File: src/rtl/subleq_datapath_if.sv
// Control/RAM bus between the SUBLEQ control unit (master) and datapath (slave).
// Optional halt status line exists only when SUBLEQ_HALT_EN is defined.
interface subleq_datapath_if #(
   parameter int DW = 8,
   parameter int AW = 8
);
   logic [2:0]    adr_reg_sel;
   logic          adr_dir;
   logic [2:0]    dat_reg_sel;
   logic          dat_dir;
   logic          ram_ope;
   logic          ram_ctl;
   logic [1:0]    pc_mod;
   logic [DW-1:0] ram_dat_in;
   logic [AW-1:0] ram_adr;
   logic          adr_oe;
   logic [DW-1:0] ram_dat_out;
   logic          dat_oe;
   logic [DW-1:0] sub_out;
   logic          sub_val;
   logic [AW-1:0] pc;
`ifdef SUBLEQ_HALT_EN
   logic          halt;
`endif

   modport slave (
      input  adr_reg_sel, adr_dir, dat_reg_sel, dat_dir, ram_ope, ram_ctl,
             pc_mod, ram_dat_in,
      output ram_adr, adr_oe, ram_dat_out, dat_oe, sub_out, sub_val, pc
`ifdef SUBLEQ_HALT_EN
      , output halt
`endif
   );

   modport master (
      output adr_reg_sel, adr_dir, dat_reg_sel, dat_dir, ram_ope, ram_ctl,
             pc_mod, ram_dat_in,
      input  ram_adr, adr_oe, ram_dat_out, dat_oe, sub_out, sub_val, pc
`ifdef SUBLEQ_HALT_EN
      , input halt
`endif
   );
endinterface

File: src/rtl/subleq_datapath.sv
// SUBLEQ register/arithmetic datapath: PC, operand addresses A/B, branch
// target C, operand values, and the mem[B]-mem[A] subtractor.
// Optional macro SUBLEQ_HALT_EN adds a sticky halt on a branch-to-self.
module subleq_datapath #(
   parameter int DW       = 8,
   parameter int AW       = 8,
   parameter int RESET_PC = 0
) (
   input  logic             clk,
   input  logic             res,
   subleq_datapath_if.slave bus
);
   logic [AW-1:0] pc_q, pc_d;
   logic [AW-1:0] a_q, a_d, b_q, b_d, c_q, c_d;
   logic [DW-1:0] va_q, va_d, vb_q, vb_d;
   logic [DW-1:0] sub_q, sub_d;
   logic          val_q, val_d;
   // pend_q: an operand was loaded on the previous edge, so recompute now
   logic          pend_q, pend_d;
   logic          halted_q, halted_d;
   logic          ld, ld_op;

   // Next-state: loads, subtractor pipeline and PC sequencing
   always_comb begin
      ld    = bus.dat_dir & ~bus.ram_ope & bus.ram_ctl;
      ld_op = ld && (bus.dat_reg_sel == 3'd1 || bus.dat_reg_sel == 3'd2);
      pc_d     = pc_q;
      a_d      = a_q;
      b_d      = b_q;
      c_d      = c_q;
      va_d     = va_q;
      vb_d     = vb_q;
      sub_d    = sub_q;
      val_d    = val_q;
      pend_d   = pend_q;
      halted_d = halted_q;
      if (ld) begin
         case (bus.dat_reg_sel)
            3'd0:    a_d  = bus.ram_dat_in[AW-1:0];
            3'd1:    va_d = bus.ram_dat_in;
            3'd2:    vb_d = bus.ram_dat_in;
            3'd3:    c_d  = bus.ram_dat_in[AW-1:0];
            3'd4:    b_d  = bus.ram_dat_in[AW-1:0];
            default: ;
         endcase
      end
      // Subtract uses pre-edge operands even if one is reloaded this edge
      if (pend_q) sub_d = vb_q - va_q;
      if (ld_op) begin
         val_d  = 1'b0;
         pend_d = 1'b1;
      end else if (pend_q) begin
         val_d  = 1'b1;
         pend_d = 1'b0;
      end
      // PC takes the pre-edge reg_c when a branch coincides with a C load
      if (!halted_q) begin
         case (bus.pc_mod)
            2'd1:    pc_d = pc_q + AW'(1);
            2'd2:    pc_d = c_q;
            default: ;
         endcase
      end
`ifdef SUBLEQ_HALT_EN
      if (bus.pc_mod == 2'd2 && c_q == AW'(pc_q - AW'(3))) halted_d = 1'b1;
`endif
   end

   // State registers with synchronous reset
   always_ff @(posedge clk) begin
      if (res) begin
         pc_q     <= AW'(RESET_PC);
         a_q      <= '0;
         b_q      <= '0;
         c_q      <= '0;
         va_q     <= '0;
         vb_q     <= '0;
         sub_q    <= '0;
         val_q    <= 1'b0;
         pend_q   <= 1'b0;
         halted_q <= 1'b0;
      end else begin
         pc_q     <= pc_d;
         a_q      <= a_d;
         b_q      <= b_d;
         c_q      <= c_d;
         va_q     <= va_d;
         vb_q     <= vb_d;
         sub_q    <= sub_d;
         val_q    <= val_d;
         pend_q   <= pend_d;
         halted_q <= halted_d;
      end
   end

   // Address and store-data muxes are combinational from the registers
   always_comb begin
      case (bus.adr_reg_sel)
         3'd1:    bus.ram_adr = a_q;
         3'd2:    bus.ram_adr = b_q;
         3'd3:    bus.ram_adr = c_q;
         default: bus.ram_adr = pc_q;
      endcase
      case (bus.dat_reg_sel)
         3'd0:    bus.ram_dat_out = va_q;
         3'd1:    bus.ram_dat_out = vb_q;
         3'd2:    bus.ram_dat_out = DW'(c_q);
         3'd3:    bus.ram_dat_out = DW'(pc_q);
         3'd4:    bus.ram_dat_out = sub_q;
         default: bus.ram_dat_out = '0;
      endcase
   end

   assign bus.adr_oe  = ~bus.adr_dir;
   assign bus.dat_oe  = ~bus.dat_dir;
   assign bus.sub_out = sub_q;
   assign bus.sub_val = val_q;
   assign bus.pc      = pc_q;
`ifdef SUBLEQ_HALT_EN
   assign bus.halt    = halted_q;
`endif
endmodule

File: src/flat_wrapper.sv
// flat-port wrapper written by rule: the top's interface ports become plain ports
module subleq_datapath_flat 
#(
   parameter int DW       = 8,
   parameter int AW       = 8,
   parameter int RESET_PC = 0
)
  (clk, res, bus_adr_reg_sel, bus_adr_dir, bus_dat_reg_sel, bus_dat_dir, bus_ram_ope, bus_ram_ctl, bus_pc_mod, bus_ram_dat_in, bus_ram_adr, bus_adr_oe, bus_ram_dat_out, bus_dat_oe, bus_sub_out, bus_sub_val, bus_pc);
  subleq_datapath_if #(.DW(DW), .AW(AW)) bus_i ();
  input  logic clk;
  input  logic res;
  input wire logic [$bits(bus_i.adr_reg_sel)-1:0] bus_adr_reg_sel;
  input wire logic [$bits(bus_i.adr_dir)-1:0] bus_adr_dir;
  input wire logic [$bits(bus_i.dat_reg_sel)-1:0] bus_dat_reg_sel;
  input wire logic [$bits(bus_i.dat_dir)-1:0] bus_dat_dir;
  input wire logic [$bits(bus_i.ram_ope)-1:0] bus_ram_ope;
  input wire logic [$bits(bus_i.ram_ctl)-1:0] bus_ram_ctl;
  input wire logic [$bits(bus_i.pc_mod)-1:0] bus_pc_mod;
  input wire logic [$bits(bus_i.ram_dat_in)-1:0] bus_ram_dat_in;
  output wire logic [$bits(bus_i.ram_adr)-1:0] bus_ram_adr;
  output wire logic [$bits(bus_i.adr_oe)-1:0] bus_adr_oe;
  output wire logic [$bits(bus_i.ram_dat_out)-1:0] bus_ram_dat_out;
  output wire logic [$bits(bus_i.dat_oe)-1:0] bus_dat_oe;
  output wire logic [$bits(bus_i.sub_out)-1:0] bus_sub_out;
  output wire logic [$bits(bus_i.sub_val)-1:0] bus_sub_val;
  output wire logic [$bits(bus_i.pc)-1:0] bus_pc;
  assign bus_i.adr_reg_sel = bus_adr_reg_sel;
  assign bus_i.adr_dir = bus_adr_dir;
  assign bus_i.dat_reg_sel = bus_dat_reg_sel;
  assign bus_i.dat_dir = bus_dat_dir;
  assign bus_i.ram_ope = bus_ram_ope;
  assign bus_i.ram_ctl = bus_ram_ctl;
  assign bus_i.pc_mod = bus_pc_mod;
  assign bus_i.ram_dat_in = bus_ram_dat_in;
  assign bus_ram_adr = bus_i.ram_adr;
  assign bus_adr_oe = bus_i.adr_oe;
  assign bus_ram_dat_out = bus_i.ram_dat_out;
  assign bus_dat_oe = bus_i.dat_oe;
  assign bus_sub_out = bus_i.sub_out;
  assign bus_sub_val = bus_i.sub_val;
  assign bus_pc = bus_i.pc;
  subleq_datapath #(.DW(DW), .AW(AW), .RESET_PC(RESET_PC)) u_core (.clk(clk), .res(res), .bus(bus_i));
endmodule
File: config.mk
export PLATFORM = sky130hd
export DESIGN_NAME = subleq_datapath_flat
export DESIGN_NICKNAME = d
export VERILOG_FILES = /design/src/rtl/subleq_datapath_if.sv /design/src/rtl/subleq_datapath.sv /design/src/flat_wrapper.sv
export SDC_FILE = /design/constraint.sdc
export NUM_CORES = 1
export LEC_CHECK = 0
export BUFFER_PORTS_ARGS = -buffer_cell sky130_fd_sc_hd__buf_2
export CAP_MARGIN = 20
export CORE_UTILIZATION = 45
export DETAILED_ROUTE_END_ITERATION = 6
export PLACE_DENSITY = 0.7
export SYNTH_ARGS = -nofsm -noshare
export SYNTH_HDL_FRONTEND = slang
export SYNTH_SLANG_ARGS = --single-unit
File: constraint.sdc
create_clock -name clk -period 2.5 [get_ports clk]
set_clock_uncertainty 0.15 [all_clocks]
set_input_delay 0.25 -clock clk [delete_from_list [all_inputs] [get_ports clk]]
set_output_delay 0.25 -clock clk [all_outputs]
set_load 0.03 [all_outputs]
==> results of run 1 <==
## tightest hold or removal path: stages
cell     delay [ns]
buf_2          0.13
nand3_1        0.07
a21oi_1        0.05
## logic make-up after synthesis
logic type,after synthesis,synth area share [%]
adder cells (fa/ha/maj),10,4.10
buffers and inverters,38,5.26
XOR/XNOR,3,0.812
flip-flops,58,35.9
AND/OR/NAND/NOR,123,18.0
multiplexers,57,17.7
AO/OA/AOI/OAI,91,18.3
## how the worst min path moves through the flow
stage | startpoint | end | slack [ns] | cells after the start
after floorplan | bus_ram_dat_in[0] | u_core.b_q[0] | 0.24 | 2
after global placement | u_core.a_q[3] | u_core.a_q[3] | 0.29 | 2
after detailed placement | u_core.a_q[6] | u_core.a_q[6] | 0.30 | 2
after CTS | bus_ram_dat_in[1] | u_core.a_q[1] | 0.05 | 3
after global routing | bus_ram_dat_in[1] | u_core.a_q[1] | 0.05 | 3
final | bus_ram_dat_in[1] | u_core.a_q[1] | 0.05 | 3
## final cells by class
cell class / count / area [sq um] / share of cell area, %
timing repair buffer: 63 / 333 / 8.78
clock buffer: 13 / 159 / 4.19
clock inverter: 2 / 60.1 / 1.58
inverter: 14 / 52.6 / 1.39
multi-input combinational: 284 / 1910 / 50.3
sequential: 58 / 1160 / 30.6
tap: 96 / 120 / 3.17
## report_power, final
part	total [mW]	internal, mW	switching, mW
sequential	0.946	0.933	0.0135
combinational	0.232	0.0790	0.153
clock	0.982	0.612	0.370
## registers in the layout, summed over array words and instances, names as in the netlist, 8 cells and up
| name | count |
|---|---|
| u_core.b_q | 8 |
| u_core.va_q | 8 |
| u_core.bus.pc | 8 |
| u_core.a_q | 8 |
| u_core.vb_q | 8 |
| u_core.c_q | 8 |
| u_core.bus.sub_out | 8 |
## Yosys cell counts, types with 2 or more instances
cell type  instances  area [sq um]
nor2_1            65           244
dfxtp_1           58          1160
mux2i_1           56           561
a21oi_1           34           170
nand2_1           17          63.8
inv_1             14          52.6
nand3_1           10          50.1
o21ai_0           10          50.1
ha_1               9           113
o22ai_1            9          56.3
clkbuf_1           8          30.0
o22a_1             8          70.1
buf_2              7          35.0
nand2b_1           6          37.5
a211oi_1           5          37.5
buf_1              5          18.8
nor2b_1            4          25.0
a22oi_1            3          22.5
a31oi_1            3          18.8
buf_4              3          22.5
nor3_1             3          15.0
o211ai_1           3          22.5
o21a_1             3          22.5
a21o_1             2          15.0
a22o_1             2          17.5
and3_1             2          12.5
nand3b_1           2          15.0
nand4_1            2          12.5
o2111a_1           2          22.5
xnor2_1            2          17.5
## layer usage
layer  vias up  part of all wire [%]  routed length, um  track usage, %
li1       1459                     -                  -               -
met1      1389                    47               3930            31.7
met2        88                    45               3820            36.9
met3        18                   5.5                464            5.24
met4         0                   2.7                225            10.6
met5         -                     0                  0               0
==> impl_metrics.csv, run 1 <==
group,metric,value,unit
clocking,clock_path_buffers,2,
grt,grt_overflow_total,0,
drt,drt_iter0_markers,205,
grt,grt_pass1_wl,13500,um
worst_setup_path,slowest_delay,0.41,ns
drt,wl_per_cell,15.9,um
synth,synth_nets,412,
layout,antenna_cells,0,
layout,drive_above_1_share,19.1,%
synth,yosysUniqueCellTypes,53,
clocking,cts_hold_buf,0,
drt,drt-pass1-iter-count,4,
timing,relSlewSlack,51.8,%
clocking,root_buffer,"clkbuf_8",
layout,area_delta_synth_final,17.1,%
synth,avgSynthCellArea,8.52,sq um
grt,track_usage,23.8,%
worst_setup_path,cp_slowest_cell,"fa_1",
timing,setup-violations-final,0,
drt,final_antenna_net_count,0,
clocking,cts_max_level,3,
die,fp.dieH,86.8,um
synth,async_flop_share,0,%
min_path,min_path_type,"input port to register",
worst_setup_path,crit_chain,"inv_1, ha_1, inv_1, fa_1, a21o_1, a211oi_2, nor4_1, or3_1",
synth,syn_inst,380,
drt,wirelength,8440,um
timing,rsz0062_at_grt,"no",
clocking,cts_setup_buffers,0,
layout,fillers,656,
power,powerDensity,570,nW/um^2
worst_setup_path,cp-start-kind,"register",
timing,setup_tns,0,ns
layout,fin_cells,530,
layout,stdcell_area,3790,sq um
timing,fmax,455,MHz
worst_setup_path,endpoint,"u_core.bus.sub_out[6]",
worst_setup_path,reg2reg_slack,0.30,ns
worst_setup_path,crit_fanout,3,
clocking,cts_made_buffers,9,
die,dieArea,7540,sq um
synth,synth_edf_count,0,
clocking,tritoncts,"done",
worst_setup_path,cpMostUsedCell,"inv_1",
die,pin_count,57,
timing,fin_hold_ws,0.0531,ns
timing,final_hold_viol_count,0,
worst_setup_path,startpoint,"u_core.vb_q[0]",
grt,grt_antenna_before_repair,0,
synth,netlist_area,3240,sq um
drt,via_count,2954,
layout,mostFrequentLayoutCell,"nor2_1",
worst_setup_path,critPathTopFamily,"adder cells",
power,ir_worst_vdd,0.000295,V
clocking,clk_latency,0.34,ns
synth,synth-seq-cells,58,
place,placement.setup.worst_slack,0.342,ns
outcome,outcome,"finished clean",
layout,final_cell_mix,"nor2_1, dfxtp_1, mux2i_1, buf_2, a21oi_1",
timing,min_period_over_period,87.9,%
synth,synth_ff_type,"dfxtp_1",
timing,finalWorstSetupSlack,0.302,ns
synth,synth_seq_area_share,35.9,%
worst_setup_path,cp.depth,8,
grt,grt_pass1_vias,2713,
worst_setup_path,rr_worst_depth,8,
worst_setup_path,crit_type,"register to register",
synth,synth_warnings,0,
place,port_buffers,56,
grt,grt_start_max_net_pins,29,
place,dp.cells,515,
layout,utilization,55.2,%
worst_setup_path,reg2reg_from,"u_core.vb_q[0]",
die,rows,30,
timing,worstMarginPinSlew,0.720,ns
worst_setup_path,rr_endpoint,"u_core.bus.sub_out[6]",
clocking,clkSlewWorstSetupHoldPaths,0.07,ns
worst_setup_path,worstPathArrival,2.27,ns
run,max-cap-violations,0,
timing,maxSlewViolCount,0,
drt,vias_per_cell,5.57,
worst_setup_path,cp_num_buf_inv,2,
clocking,post_cts_resized,0,
layout,nets,462,
worst_setup_path,crit_required,2.58,ns
place,placed_area,3570,sq um
die,core,6870,sq um
die,initial_core_util,47.1,%
place,gp_congestion,0.869,
place,place_hpwl,6090,um
power,p_leak,1.80,nW
clocking,clock-sinks,58,
timing,fin_crit,2.20,ns
drt,drc,0,
die,die_w,86.8,um
power,total_power,2.16,mW
worst_setup_path,end_kind,"register",
(Power assumes the default switching activity.)
==> run 2, diff against run 1 <==
--- a/config.mk
+++ b/config.mk
@@ -10,6 +10,7 @@
 export CORE_UTILIZATION = 45
 export DETAILED_ROUTE_END_ITERATION = 6
 export PLACE_DENSITY = 0.7
+export RECOVER_POWER = 100
 export SYNTH_ARGS = -nofsm -noshare
 export SYNTH_HDL_FRONTEND = slang
 export SYNTH_SLANG_ARGS = --single-unit
==> impl_metrics.csv, run 2 (same netlist as run 1, synthesis figures left out) <==
group,metric,value,unit
drt,drc,0,
power,total_power,2.15,mW
clocking,cts_setup_buffers,0,
worst_setup_path,cp_slowest_cell,"fa_1",
timing,rsz0062_at_grt,"no",
power,powerDensity,580,nW/um^2
layout,antenna_cells,0,
worst_setup_path,crit_chain,"inv_1, ha_1, inv_1, fa_1, a21o_1, a211oi_1, nor4_1, or3_1",
place,dp.cells,515,
clocking,clkSlewWorstSetupHoldPaths,0.07,ns
worst_setup_path,cpMostUsedCell,"inv_1",
layout,fin_cells,530,
layout,mostFrequentLayoutCell,"nor2_1",
layout,fillers,677,
layout,area_delta_synth_final,14.6,%
clocking,clock-sinks,58,
worst_setup_path,slowest_delay,0.41,ns
worst_setup_path,worstPathArrival,2.32,ns
timing,final_hold_viol_count,0,
drt,via_count,2973,
worst_setup_path,end_kind,"register",
layout,final_cell_mix,"nor2_1, dfxtp_1, mux2i_1",
clocking,cts_max_level,3,
timing,relSlewSlack,44.4,%
die,initial_core_util,47.1,%
grt,grt_pass1_wl,13500,um
worst_setup_path,critPathTopFamily,"adder cells",
drt,final_antenna_net_count,0,
clocking,clk_latency,0.34,ns
drt,drt_iter0_markers,230,
timing,fmax,445,MHz
drt,wl_per_cell,16.0,um
worst_setup_path,crit_required,2.58,ns
worst_setup_path,cp_num_buf_inv,2,
worst_setup_path,crit_type,"register to register",
layout,drive_above_1_share,9.45,%
timing,fin_hold_ws,0.0565,ns
grt,grt_pass1_vias,2713,
timing,fin_crit,2.25,ns
outcome,outcome,"finished clean",
die,pin_count,57,
run,max-cap-violations,0,
timing,setup-violations-final,0,
timing,maxSlewViolCount,0,
die,die_w,86.8,um
clocking,post_cts_resized,0,
clocking,root_buffer,"clkbuf_8",
grt,track_usage,23.8,%
grt,grt_overflow_total,0,
die,fp.dieH,86.8,um
drt,vias_per_cell,5.61,
power,p_leak,1.64,nW
place,gp_congestion,0.869,
clocking,cts_made_buffers,9,
layout,nets,462,
grt,grt_antenna_before_repair,0,
drt,drt-pass1-iter-count,4,
clocking,clock_path_buffers,2,
timing,min_period_over_period,89.9,%
min_path,min_path_type,"input port to register",
clocking,cts_hold_buf,0,
place,place_hpwl,6090,um
timing,setup_tns,0,ns
timing,worstMarginPinSlew,0.835,ns
die,dieArea,7540,sq um
place,port_buffers,56,
power,ir_worst_vdd,0.000295,V
worst_setup_path,cp-start-kind,"register",
drt,wirelength,8480,um
grt,grt_start_max_net_pins,29,
worst_setup_path,crit_fanout,3,
clocking,tritoncts,"done",
die,rows,30,
die,core,6870,sq um
==> run 2: cell types whose count changed in the layout (fill, tap and decap cells not counted), sizes merged <==
cell | before | now
clkbuf | 13 | 52
buf | 63 | 24
==> run 2: path summary, 6_finish.rpt <==
check                                             end               from  cells past startpoint  slack, ns
worst max-delay path            u_core.bus.sub_out[6]     u_core.vb_q[0]                      8       0.25
worst min-delay path                    u_core.a_q[1]  bus_ram_dat_in[1]                      3       0.06
worst max register to register  u_core.bus.sub_out[6]     u_core.vb_q[0]                      8       0.25
worst min register to register          u_core.a_q[3]      u_core.a_q[3]                      2       0.31
==> run 2: layer usage <==
layer / share of wire [%] / global-route usage [%] / vias to the layer above / routed length (um)
met5: 0 / 0 / - / 0
met4: 2.8 / 10.6 / 0 / 240
met3: 7.0 / 5.24 / 20 / 590
met2: 45 / 36.9 / 102 / 3810
met1: 45 / 31.7 / 1394 / 3830
li1: - / - / 1457 / -
==> run 2: area by class of cell <==
| class | count | area [sq um] | area share (%) |
|---|---|---|---|
| multi-input cells | 284 | 1880 | 50.7 |
| flip-flops and latches | 58 | 1160 | 31.3 |
| repair buffers | 63 | 278 | 7.49 |
| clock buffers | 13 | 159 | 4.28 |
| well taps | 96 | 120 | 3.24 |
| clock inverters | 2 | 60.1 | 1.62 |
| inverters | 14 | 52.6 | 1.42 |
==> run 2: through the flow <==
stage	area (sq um)	utilization [%]	worst slack [ns]
after floorplan	3240	-	0.480
after global placement	3570	52.0	0.406
after detailed placement	3570	52.0	0.342
after CTS	3790	55.2	0.320
after global routing	3710	54.0	0.116
final	3710	54.0	0.252
==> run 2: power by group <==
| part | leakage (nW) | switching, mW | internal (mW) |
|---|---|---|---|
| Combinational | 1.06 | 0.151 | 0.0730 |
| Sequential | 0.468 | 0.0136 | 0.933 |
| Clock | 0.110 | 0.369 | 0.612 |
| Total | 1.64 | 0.534 | 1.62 |
==> run 2: worst reg2reg max path: cells and delay by family, from the launching register on <==
| kind | cells | cell delay, ns |
|---|---|---|
| AND/OR/NAND/NOR | 2 | 0.44 |
| adder cells (fa/ha/maj) | 2 | 0.59 |
| AO/OA/AOI/OAI | 2 | 0.52 |
| flip-flops | 1 | 0.32 |
| buffers and inverters | 2 | 0.12 |
==> run 3, diff against run 2 <==
==> constraint.sdc (replaced) <==
create_clock -name clk -period 2.5 [get_ports clk]
set_clock_uncertainty 0.15 [all_clocks]
set_input_delay 0.25 -clock clk [delete_from_list [all_inputs] [get_ports clk]]
set_output_delay 0.25 -clock clk [all_outputs]
set_load 0.02 [all_outputs]
==> impl_metrics.csv, run 3 (same netlist as run 1, synthesis figures left out) <==
group,metric,value,unit
outcome,outcome,"finished clean",
place,gp_congestion,0.872,
die,initial_core_util,47.1,%
min_path,min_to,"u_core.a_q[6]",
drt,vias_per_cell,5.79,
place,placement.setup.worst_slack,0.305,ns
place,place_hpwl,6320,um
die,fp.dieH,86.8,um
clocking,cts_hold_buf,0,
power,total_power,2.06,mW
drt,wl_per_cell,17.0,um
layout,area_delta_synth_final,13.9,%
worst_setup_path,reg2reg_from,"u_core.vb_q[0]",
clocking,tritoncts,"done",
worst_setup_path,crit_chain,"clkbuf_1, nor2b_1, clkbuf_1, a21oi_1, o22ai_1, clkbuf_1",
worst_setup_path,crit_required,2.10,ns
clocking,root_buffer,"clkbuf_8",
timing,final_hold_viol_count,0,
drt,drt_iter0_markers,191,
worst_setup_path,rr_endpoint,"u_core.bus.sub_out[6]",
clocking,clk_latency,0.34,ns
layout,nets,461,
power,ir_worst_vdd,0.000341,V
worst_setup_path,crit_type,"input port to output port",
die,pin_count,57,
timing,fin_crit,2.31,ns
grt,grt_pass1_wl,14200,um
clocking,clock_path_buffers,2,
worst_setup_path,slowest_delay,0.49,ns
grt,grt_pass1_vias,2899,
power,powerDensity,559,nW/um^2
timing,maxSlewViolCount,0,
clocking,cts_made_buffers,9,
layout,mostFrequentLayoutCell,"nor2_1",
layout,seq_area,1160,sq um
timing,min_period_over_period,92.4,%
worst_setup_path,cpMostUsedCell,"clkbuf_1",
layout,utilization,53.7,%
clocking,cts_max_level,3,
clocking,clock-sinks,58,
grt,grt_start_max_net_pins,34,
run,max-cap-violations,0,
drt,dr_wl_met3,578,um
timing,fin_hold_ws,0.0608,ns
drt,drt-pass1-iter-count,4,
timing,rsz0062_at_grt,"no",
layout,fin_cells,530,
min_path,min_from,"bus_ram_dat_in[6]",
worst_setup_path,cp_num_buf_inv,3,
layout,fillers,672,
grt,grt_antenna_before_repair,0,
worst_setup_path,cp-start-kind,"input port",
die,die_w,86.8,um
worst_setup_path,reg2reg_slack,0.21,ns
place,placed_area,3560,sq um
layout,final_cell_mix,"nor2_1, dfxtp_1, mux2i_1",
layout,antenna_cells,0,
worst_setup_path,critPathTopFamily,"buffers and inverters",
timing,finalWorstSetupSlack,0.191,ns
place,dp.cells,514,
worst_setup_path,rr_worst_depth,8,
die,rows,30,
clocking,post_cts_resized,0,
worst_setup_path,cp_slowest_cell,"nor2b_1",
timing,setup_tns,0,ns
drt,final_antenna_net_count,0,
power,p_leak,1.62,nW
timing,setup-violations-final,0,
worst_setup_path,crit_fanout,13,
layout,multi_input_area,1880,sq um
clocking,clkSlewWorstSetupHoldPaths,0.07,ns
grt,grt_overflow_total,0,
worst_setup_path,end_kind,"output port",
layout,stdcell_area,3690,sq um
drt,highest_layer,"met4",
min_path,hold_path_depth,3,
min_path,min_path_type,"input port to register",
drt,wl_met1,3960,um
drt,via_count,3070,
worst_setup_path,worstPathArrival,1.91,ns
drt,wirelength,8980,um
timing,fmax,433,MHz
place,port_buffers,56,
die,dieArea,7540,sq um
drt,drc,0,
layout,drive_above_1_share,9.91,%
timing,worstMarginPinSlew,0.802,ns
timing,relSlewSlack,46.5,%
die,core,6870,sq um
clocking,cts_setup_buffers,0,
drt,dr_wl_met2,4230,um
grt,track_usage,24.9,%
-- run 3: changes by cell type in the layout (fill, tap and decap cells not counted), sizes merged --
cell      previous run  this run
bufinv               2         1
clkbuf              52        48
clkinv               0         2
clkinvlp             0         3
-- run 3: worst max-delay path by stage --
stage / startpoint / end / slack (ns) / depth (start not counted)
after floorplan: u_core.vb_q[0] / u_core.bus.sub_out[6] / 0.48 / 8
after global placement: u_core.vb_q[0] / u_core.bus.sub_out[6] / 0.38 / 8
after global routing: bus_dat_reg_sel[2] / bus_ram_dat_out[3] / 0.08 / 6
after detailed placement: u_core.vb_q[0] / u_core.bus.sub_out[6] / 0.30 / 8
final: bus_dat_reg_sel[2] / bus_ram_dat_out[3] / 0.19 / 6
after CTS: u_core.vb_q[0] / u_core.bus.sub_out[6] / 0.28 / 8
-- run 3: final cells by class --
class / count / share of cell area [%]
multi-input combinational: 284 / 51.0
sequential: 58 / 31.5
timing repair buffer: 62 / 7.33
clock buffer: 10 / 3.73
tap: 96 / 3.26
clock inverter: 6 / 1.80
inverter: 14 / 1.43
-- run 3: where the power goes --
group / switching, mW / total, mW / internal [mW] / leakage (nW)
Combinational: 0.141 / 0.213 / 0.0720 / 1.06
Sequential: 0.0142 / 0.946 / 0.932 / 0.468
Clock: 0.416 / 0.903 / 0.487 / 0.0945
-- run 3: tightest hold or removal path, stage by stage --
cell     delay [ns]
buf_2          0.14
nand3_1        0.07
a21oi_1        0.05
-- run 3: routing by layer --
metal	vias to the layer above	track usage, %
met2	125	40.2
met5	-	0
met1	1471	32.3
li1	1453	-
met4	0	11.4
met3	21	4.67
